## config.mk

```make
export PLATFORM = sky130hd
export DESIGN_NAME = if_prefetch_queue
export DESIGN_NICKNAME = d
export VERILOG_FILES = /design/src/rtl/if_prefetch_queue.sv
export SDC_FILE = /design/constraint.sdc
export NUM_CORES = 1
export LEC_CHECK = 0
export BUFFER_PORTS_ARGS = -buffer_cell sky130_fd_sc_hd__buf_4
export CORE_MARGIN = 5
export CORE_UTILIZATION = 25
export DETAILED_ROUTE_END_ITERATION = 8
export SETUP_SLACK_MARGIN = 0.2
export SLEW_MARGIN = 20
export SYNTH_ARGS = -nofsm -noshare
export SYNTH_HDL_FRONTEND = slang
export SYNTH_SLANG_ARGS = --single-unit
```

## constraint.sdc

```tcl
create_clock -name CLK -period 4 [get_ports CLK]
set_clock_uncertainty 0.15 [all_clocks]
set_input_delay 0.2 -clock CLK [delete_from_list [all_inputs] [get_ports CLK]]
set_output_delay 0.2 -clock CLK [all_outputs]
set_load 0.05 [all_outputs]
```

## src/rtl/if_prefetch_queue.sv

```systemverilog
// Instruction-fetch prefetch queue.
// Sends one word-address request per cycle to a synchronous instruction
// memory. Returned words are buffered, each with its PC+4, in a DEPTH-entry
// FIFO. Decode drains the FIFO through a valid/ready handshake. A redirect
// from EX flushes the FIFO, drops the response that is in flight, and
// restarts fetch at the new target.
module if_prefetch_queue #(
    parameter int             DEPTH       = 4,
    parameter int             AW          = 30,
    parameter logic [AW-1:0]  RESET_WADDR = '0
) (
    input  logic                         CLK,
    input  logic                         RSTN,
    output logic                         IREQ,
    output logic [AW-1:0]                IADDR,
    input  logic [31:0]                  INSTR,
    input  logic                         REDIRECT,
    input  logic [31:0]                  REDIRECT_PC,
    output logic                         DVALID,
    input  logic                         DREADY,
    output logic [31:0]                  DINSTR,
    output logic [31:0]                  DPC4,
    output logic [$clog2(DEPTH+1)-1:0]   QCOUNT
);

    localparam int PW = $clog2(DEPTH);
    localparam int CW = $clog2(DEPTH + 1);

    // Fetch and queue state
    logic [AW-1:0] fpc_reg;
    logic [AW-1:0] infl_addr_reg;
    logic          infl_reg;
    logic [PW-1:0] rd_ptr_reg;
    logic [PW-1:0] wr_ptr_reg;
    logic [CW-1:0] count_reg;

    // Queue storage (no reset; only entries below count_reg are ever observed)
    logic [31:0]   instr_mem [DEPTH];
    logic [31:0]   pc4_mem   [DEPTH];

    logic          not_empty;
    logic          pop;
    logic          push;
    logic          ireq;
    logic [CW:0]   occ_after;
    logic [AW-1:0] push_next_waddr;
    logic [AW+1:0] push_pc4_wide;
    logic [31:0]   push_pc4;

    assign not_empty = (count_reg != '0);

    // A redirect overrides the handshake. A squashed instruction must not retire.
    assign pop  = not_empty & DREADY & ~REDIRECT;

    // The response to last cycle's request arrives now. It is discarded on a redirect.
    assign push = infl_reg & ~REDIRECT;

    // Count slots already claimed after this cycle's pop. A new request is
    // allowed only when its response is guaranteed a free slot.
    assign occ_after = {1'b0, count_reg} + (CW+1)'(infl_reg) - (CW+1)'(pop);
    assign ireq      = RSTN & ~REDIRECT & (occ_after < (CW+1)'(DEPTH));

    // PC+4 of the returning word, as a zero-extended byte address
    assign push_next_waddr = infl_addr_reg + AW'(1);
    assign push_pc4_wide   = {push_next_waddr, 2'b00};
    assign push_pc4        = 32'(push_pc4_wide);

    assign IREQ   = ireq;
    assign IADDR  = fpc_reg;
    assign DVALID = not_empty;
    assign DINSTR = not_empty ? instr_mem[rd_ptr_reg] : 32'h0;
    assign DPC4   = not_empty ? pc4_mem[rd_ptr_reg]   : 32'h0;
    assign QCOUNT = count_reg;

    // Fetch PC, in-flight tracking and FIFO bookkeeping; redirect flushes everything
    always_ff @(posedge CLK or negedge RSTN) begin
        if (!RSTN) begin
            fpc_reg       <= RESET_WADDR;
            infl_addr_reg <= '0;
            infl_reg      <= 1'b0;
            rd_ptr_reg    <= '0;
            wr_ptr_reg    <= '0;
            count_reg     <= '0;
        end else if (REDIRECT) begin
            fpc_reg    <= REDIRECT_PC[AW+1:2];
            infl_reg   <= 1'b0;
            rd_ptr_reg <= '0;
            wr_ptr_reg <= '0;
            count_reg  <= '0;
        end else begin
            if (ireq) begin
                fpc_reg       <= fpc_reg + AW'(1);
                infl_addr_reg <= fpc_reg;
                infl_reg      <= 1'b1;
            end else begin
                infl_reg      <= 1'b0;
            end
            if (push) begin
                wr_ptr_reg <= wr_ptr_reg + PW'(1);
            end
            if (pop) begin
                rd_ptr_reg <= rd_ptr_reg + PW'(1);
            end
            case ({push, pop})
                2'b10:   count_reg <= count_reg + CW'(1);
                2'b01:   count_reg <= count_reg - CW'(1);
                default: count_reg <= count_reg;
            endcase
        end
    end

    // Write the returning word and its PC+4 into the slot at the write pointer
    always_ff @(posedge CLK) begin
        if (RSTN && push) begin
            instr_mem[wr_ptr_reg] <= INSTR;
            pc4_mem[wr_ptr_reg]   <= push_pc4;
        end
    end

    // The request throttle must never let a push land on a full queue, or a pop on an empty one
    overflow_chk: assert property (@(posedge CLK) disable iff (!RSTN)
        !(push && !pop && count_reg == CW'(DEPTH)));
    underflow_chk: assert property (@(posedge CLK) disable iff (!RSTN)
        !(pop && count_reg == '0));

endmodule

```

## Yosys cells after proc, flatten, opt, wreduce, memory -nomap -nowiden

Memories as Yosys holds them, arrays and structs flattened.
Cells that the tools add are included.

- Bits of input ports: 68
- Memory bits (writable): 248
- Memories: 2
- Output and inout bits: 99
- Register bits: 68

- Eq/ne operators: 2
- Muxes and demuxes: 14
- Reductions and logical operators: 7
- Bitwise gates (word level): 6
- $add $sub $neg: 8
- Order comparisons: 1

Memory list:

| memory | depth | width | rd ports | clocked after memory_dff | wr ports | RTL line | RTL |
|---|---|---|---|---|---|---|---|
| instr_mem | 4 | 32 | 1 | 0 | 1 | 38 | `logic [31:0] instr_mem [DEPTH];` |
| pc4_mem | 4 | 30 | 1 | 0 | 1 | 39 | `logic [31:0] pc4_mem [DEPTH];` |

Operator list:

| operator | number |
|---|---|
| $mux W32 | 2 |
| $add A30 B1 Y30 const B | 2 |
| $mux W30 | 2 |
| $mux W2 | 4 |
| $pmux W3 S2 | 1 |
| $reduce_bool A2 Y1 | 3 |
| $reduce_bool A3 Y1 | 2 |
| $and A1 B1 Y1 | 5 |
| $add A2 B1 Y2 const B | 2 |
| $add A3 B1 Y4 | 1 |
| $lt A4 B3 Y1 const B | 1 |
| $mux W1 | 4 |
| $sub A4 B1 Y4 | 1 |
| $add A3 B1 Y3 const B | 1 |
| $mux W3 | 1 |
| $sub A3 B1 Y3 const B | 1 |
| $eq A2 B1 Y1 const B | 1 |
| $eq A2 B2 Y1 const B | 1 |
| $reduce_and A2 Y1 | 1 |
| $logic_and A1 B1 Y1 | 1 |
| $not A1 Y1 | 1 |

## Depth between registers and ports, before layout

- Depth after elaboration: 8
- Mapped depth: 14
- Gate-level depth less buffers: 12

## Worst setup path after synthesis

Ideal clock, no wire load.

- Kind: flip-flop to flip-flop
- From: register count_reg[1], in the netlist QCOUNT[1]
- To: register fpc_reg[5], in the netlist IADDR[5]
- Setup slack: 0.439 ns
- Data arrival time: 3.286 ns
- Stages on the path, launching flop included: 13
- Setup time: 0.125 ns
- Path buffers: 1
- Path through: dfrtp_1 > or3_1 > nand2_1 > nor2_1 > ha_1 > inv_1 > ha_1 > and3b_4 > or4_4 > buf_6 > a211o_1 > xnor2_1 > mux2_2

- Cells in the longest elaborated chain, start to end: 7

Ends and longest elaborated chain:

| item | RTL line | RTL |
|---|---|---|
| start, declared | 35 | `logic [CW-1:0] count_reg;` |
| start signal, assigned | 105 | `2'b10: count_reg <= count_reg + CW'(1);` |
| start signal, assigned | 106 | `2'b01: count_reg <= count_reg - CW'(1);` |
| start signal, assigned | 107 | `default: count_reg <= count_reg;` |
| branches (longest 3 deep; another with $add A3 B1 Y4) | -- |  |
| $sub A4 B1 Y4 * | 60 | `assign occ_after = {1'b0, count_reg} + (CW+1)'(infl_reg) - (CW+1)'(pop);` |
| $lt A4 B3 Y1 * | 61 | `assign ireq = RSTN & ~REDIRECT & (occ_after < (CW+1)'(DEPTH));` |
| $and A1 B1 Y1 * | 61 |  |
| $reduce_bool A2 Y1 (no line) * | -- |  |
| end signal, assigned | 85 | `fpc_reg <= REDIRECT_PC[AW+1:2];` |
| end signal, assigned | 92 | `fpc_reg <= fpc_reg + AW'(1);` |
| end, declared | 30 | `logic [AW-1:0] fpc_reg;` |

Every way passes the cells marked *.
A chain may end at the register's enable or synchronous reset.

## Worst setup path in the final report

- From: register count_reg[1], in the netlist QCOUNT[1]
- To: register fpc_reg[23], in the netlist IADDR[23]

The elaborated chain is that of the path after synthesis.

==> impl_metrics.yaml <==
outcome:
  outcome: "complete, no violations"
setup_path:
  crit_required_ns: 4.27
  ff2ff_path_depth: 11
  critPathMaxFanout: 14
  worstPathArrival_ns: 3.87
  startpoint_type: "flip-flop"
  critical_path_class: "flip-flop to flip-flop"
  end_kind: "flip-flop"
  rrSetupSlack_ns: 0.39
synthesis:
  synth_top_area_share: 0.549
  synthArstFlopShare: 0.215
  synth_edf_count: 248
  synth_area_leaders: "edfxtp_1 (55%), dfrtp_1 (13%), mux4_2 (10%)"
  syn_area_um2: 13600
  syn_avg_cell_area_um2: 15.6
  netlist_top_cells_count: "edfxtp_1 (248), nand2_1 (128), and2_1 (69)"
  yosysWarnings: 0
  synth.distinct_cells: 52
  synth.most_common_cell: "edfxtp_1"
  synthCells: 872
  ys.flop_type: "edfxtp_1"
  yosys.area.top_type: "edfxtp_1"
  synth-seq-area-share: 0.674
  yosys_register_bits: 316
sta:
  finalCritPeriodShare: 0.902
  finalWorstSetupSlack_ns: 0.392
  worstMarginPinSlew_ns: 0.858
  hold_viol_final: 0
  setup-tns-final_ns: 0
  max-slew-margin-rel: 0.428
  report.final.slew_viol_count: 0
  rsz0062_at_grt: "no"
  setup_violations: 0
  min_period_ns: 3.61
  fmax_mhz: 277
clocking:
  tritoncts: "done"
  clock_latency_ns: 0.53
  clockRootBuffer: "clkbuf_16"
  clock_path_buffers: 3
  clkTransAtPathRegs_ns: 0.06
  htree_levels: 2
  cts.sinks: 316
  cts_buffers: 37
placement:
  placed_area_um2: 15700
  place_ws_ns: 0.392
  routabilityCongestion: 0.804
  port_buffers: 162
  dp_hpwl_mm: 21.1
routing:
  wl_per_cell_um: 17.8
  ant_nets: 0
  drc: 0
  num_vias: 8034
  drt_pass1_iterations: 4
  routed_wl_mm: 32.7
  drtIter0Drc: 473
  via_per_inst: 4.38
power_and_ir_drop:
  peakVddDrop_mv: 0.369
  total_power_uw: 13200
  p_per_area_nw_per_um2: 750
  leakagePower_uw: 0.00632
floorplan:
  die_h_um: 243
  io-pin-count: 167
  placementRows: 85
  core_area_um2: 53800
  start_util: 0.252
  die_w_um: 243
  die_area_um2: 59000
layout:
  layout-drive-gt1-share: 0.292
  multi_input_area_um2: 4190
  fin_nets: 1191
  final_area_um2: 17600
  final-seq-area_um2: 9150
  syn_to_final_growth_pct: 30.0
  largest_register_ffs: 128
  registers.top_by_ff_count: "instr_mem"
  nFillCells: 5228
  antenna_cells: 0
  largest_registers: "instr_mem x128, pc4_mem x120"
global_route:
  grt_pass1_vias: 8540
  grt_pass1_wl_mm: 50.8
  grt_start_max_net_pins: 69
  grt_overflow: 0
  grt.total_usage: 0.109
  grt_antenna_before_repair: 0
worst_hold_path:
  holdCritPathClass: "input port to flip-flop"
  hold_depth: 3
flow_run:
  cap_violations: 0
-- per-stage QoR --
stage          utilization  hold WS (ns)  std cells
3_5_place_dp         0.291       -0.0573       1703
3_3_place_gp         0.291       -0.0568       1703
2_1_floorplan            -        -0.246        873
5_1_grt              0.328         0.212       1835
6_report             0.328         0.189       1835
4_1_cts              0.327         0.161       1833
-- report_power, final --
| group | switching, uW | internal (uW) | total, uW |
|---|---|---|---|
| sequential | 417 | 4020 | 4440 |
| clock | 1300 | 2270 | 3580 |
| combinational | 3440 | 1760 | 5210 |
| total | 5160 | 8060 | 13200 |
-- per-layer routing --
layer  global-route usage  part of all wire
met1                0.154              0.47
met2                0.168              0.45
met3               0.0249             0.055
met4               0.0322             0.019
met5                    0                 0
-- cell usage in the layout (no fill, tap or decap), drive strengths merged, types with 6 or more instances in the layout --
cell type,synthesis,routed
clkinv,0,10
ha,9,9
inv,12,12
xnor2,40,40
mux2,8,8
edfxtp,248,248
nor3,6,6
nand3,21,21
and3,13,13
nand2,128,128
and4,8,8
xor2,14,14
mux4,62,62
nand4,15,15
nor2,15,15
a2111oi,10,10
buf,11,183
clkbuf,36,45
bufinv,0,8
dlygate4sd3,0,65
o21ai,23,23
and2,69,69
dfrtp,68,68
-- area by class of cell --
type,count,share of cell area
clock buffers,45,0.0560
clock inverters,20,0.0177
inverters,12,0.00255
multi-input cells,498,0.238
flip-flops and latches,316,0.519
well taps,696,0.0494
repair buffers,248,0.118
-- path summary, 6_finish.rpt --
kind | startpoint | to
max | QCOUNT[1]$_DFFE_PN0P_ | IADDR[23]$_DFFE_PN0P_
min | REDIRECT | rd_ptr_reg[1]$_DFFE_PN0P_
max reg2reg | QCOUNT[1]$_DFFE_PN0P_ | IADDR[23]$_DFFE_PN0P_
min reg2reg | infl_addr_reg[29]$_DFFE_PN0P_ | infl_addr_reg[29]$_DFFE_PN0P_
max in group asynchronous | RSTN | IADDR[2]$_DFFE_PN0P_
min in group asynchronous | RSTN | IADDR[11]$_DFFE_PN0P_
-- worst max-delay path: stages, from the launching register on --
cell and delay, ns:
dfrtp_1 0.44, or3_2 0.51, nand2_1 0.20, nor2_1 0.07, ha_1 0.18, inv_1 0.06
ha_1 0.21, and3b_4 0.19, or4_4 0.64, a2111oi_2 0.45, xor2_1 0.11, mux2_2 0.28
-- cells by family (layout without fill, tap and decap cells) --
group / count (synthesis) / in the layout / synth area share
muxes: 74 / 74 / 0.113
AOI/OAI and AO/OA: 57 / 57 / 0.0357
adders and majority gates: 10 / 10 / 0.00978
xor gates and xnor gates: 54 / 54 / 0.0349
buffers and inverters: 59 / 325 / 0.0186
other: 1 / 2 / 0.000276
and+or+nand+nor: 301 / 301 / 0.114
DFF: 316 / 316 / 0.674
-- timing repair --
| action | CTS | global route |
|---|---|---|
| setup endpoints to repair | 0 | 1 |
| gates resized for setup | 0 | 1 |
| endpoints found under the hold margin | 228 | 0 |
| hold buffers | 65 | 0 |
| setup buffers | 0 | 2 |
(Power assumes the default switching activity.)
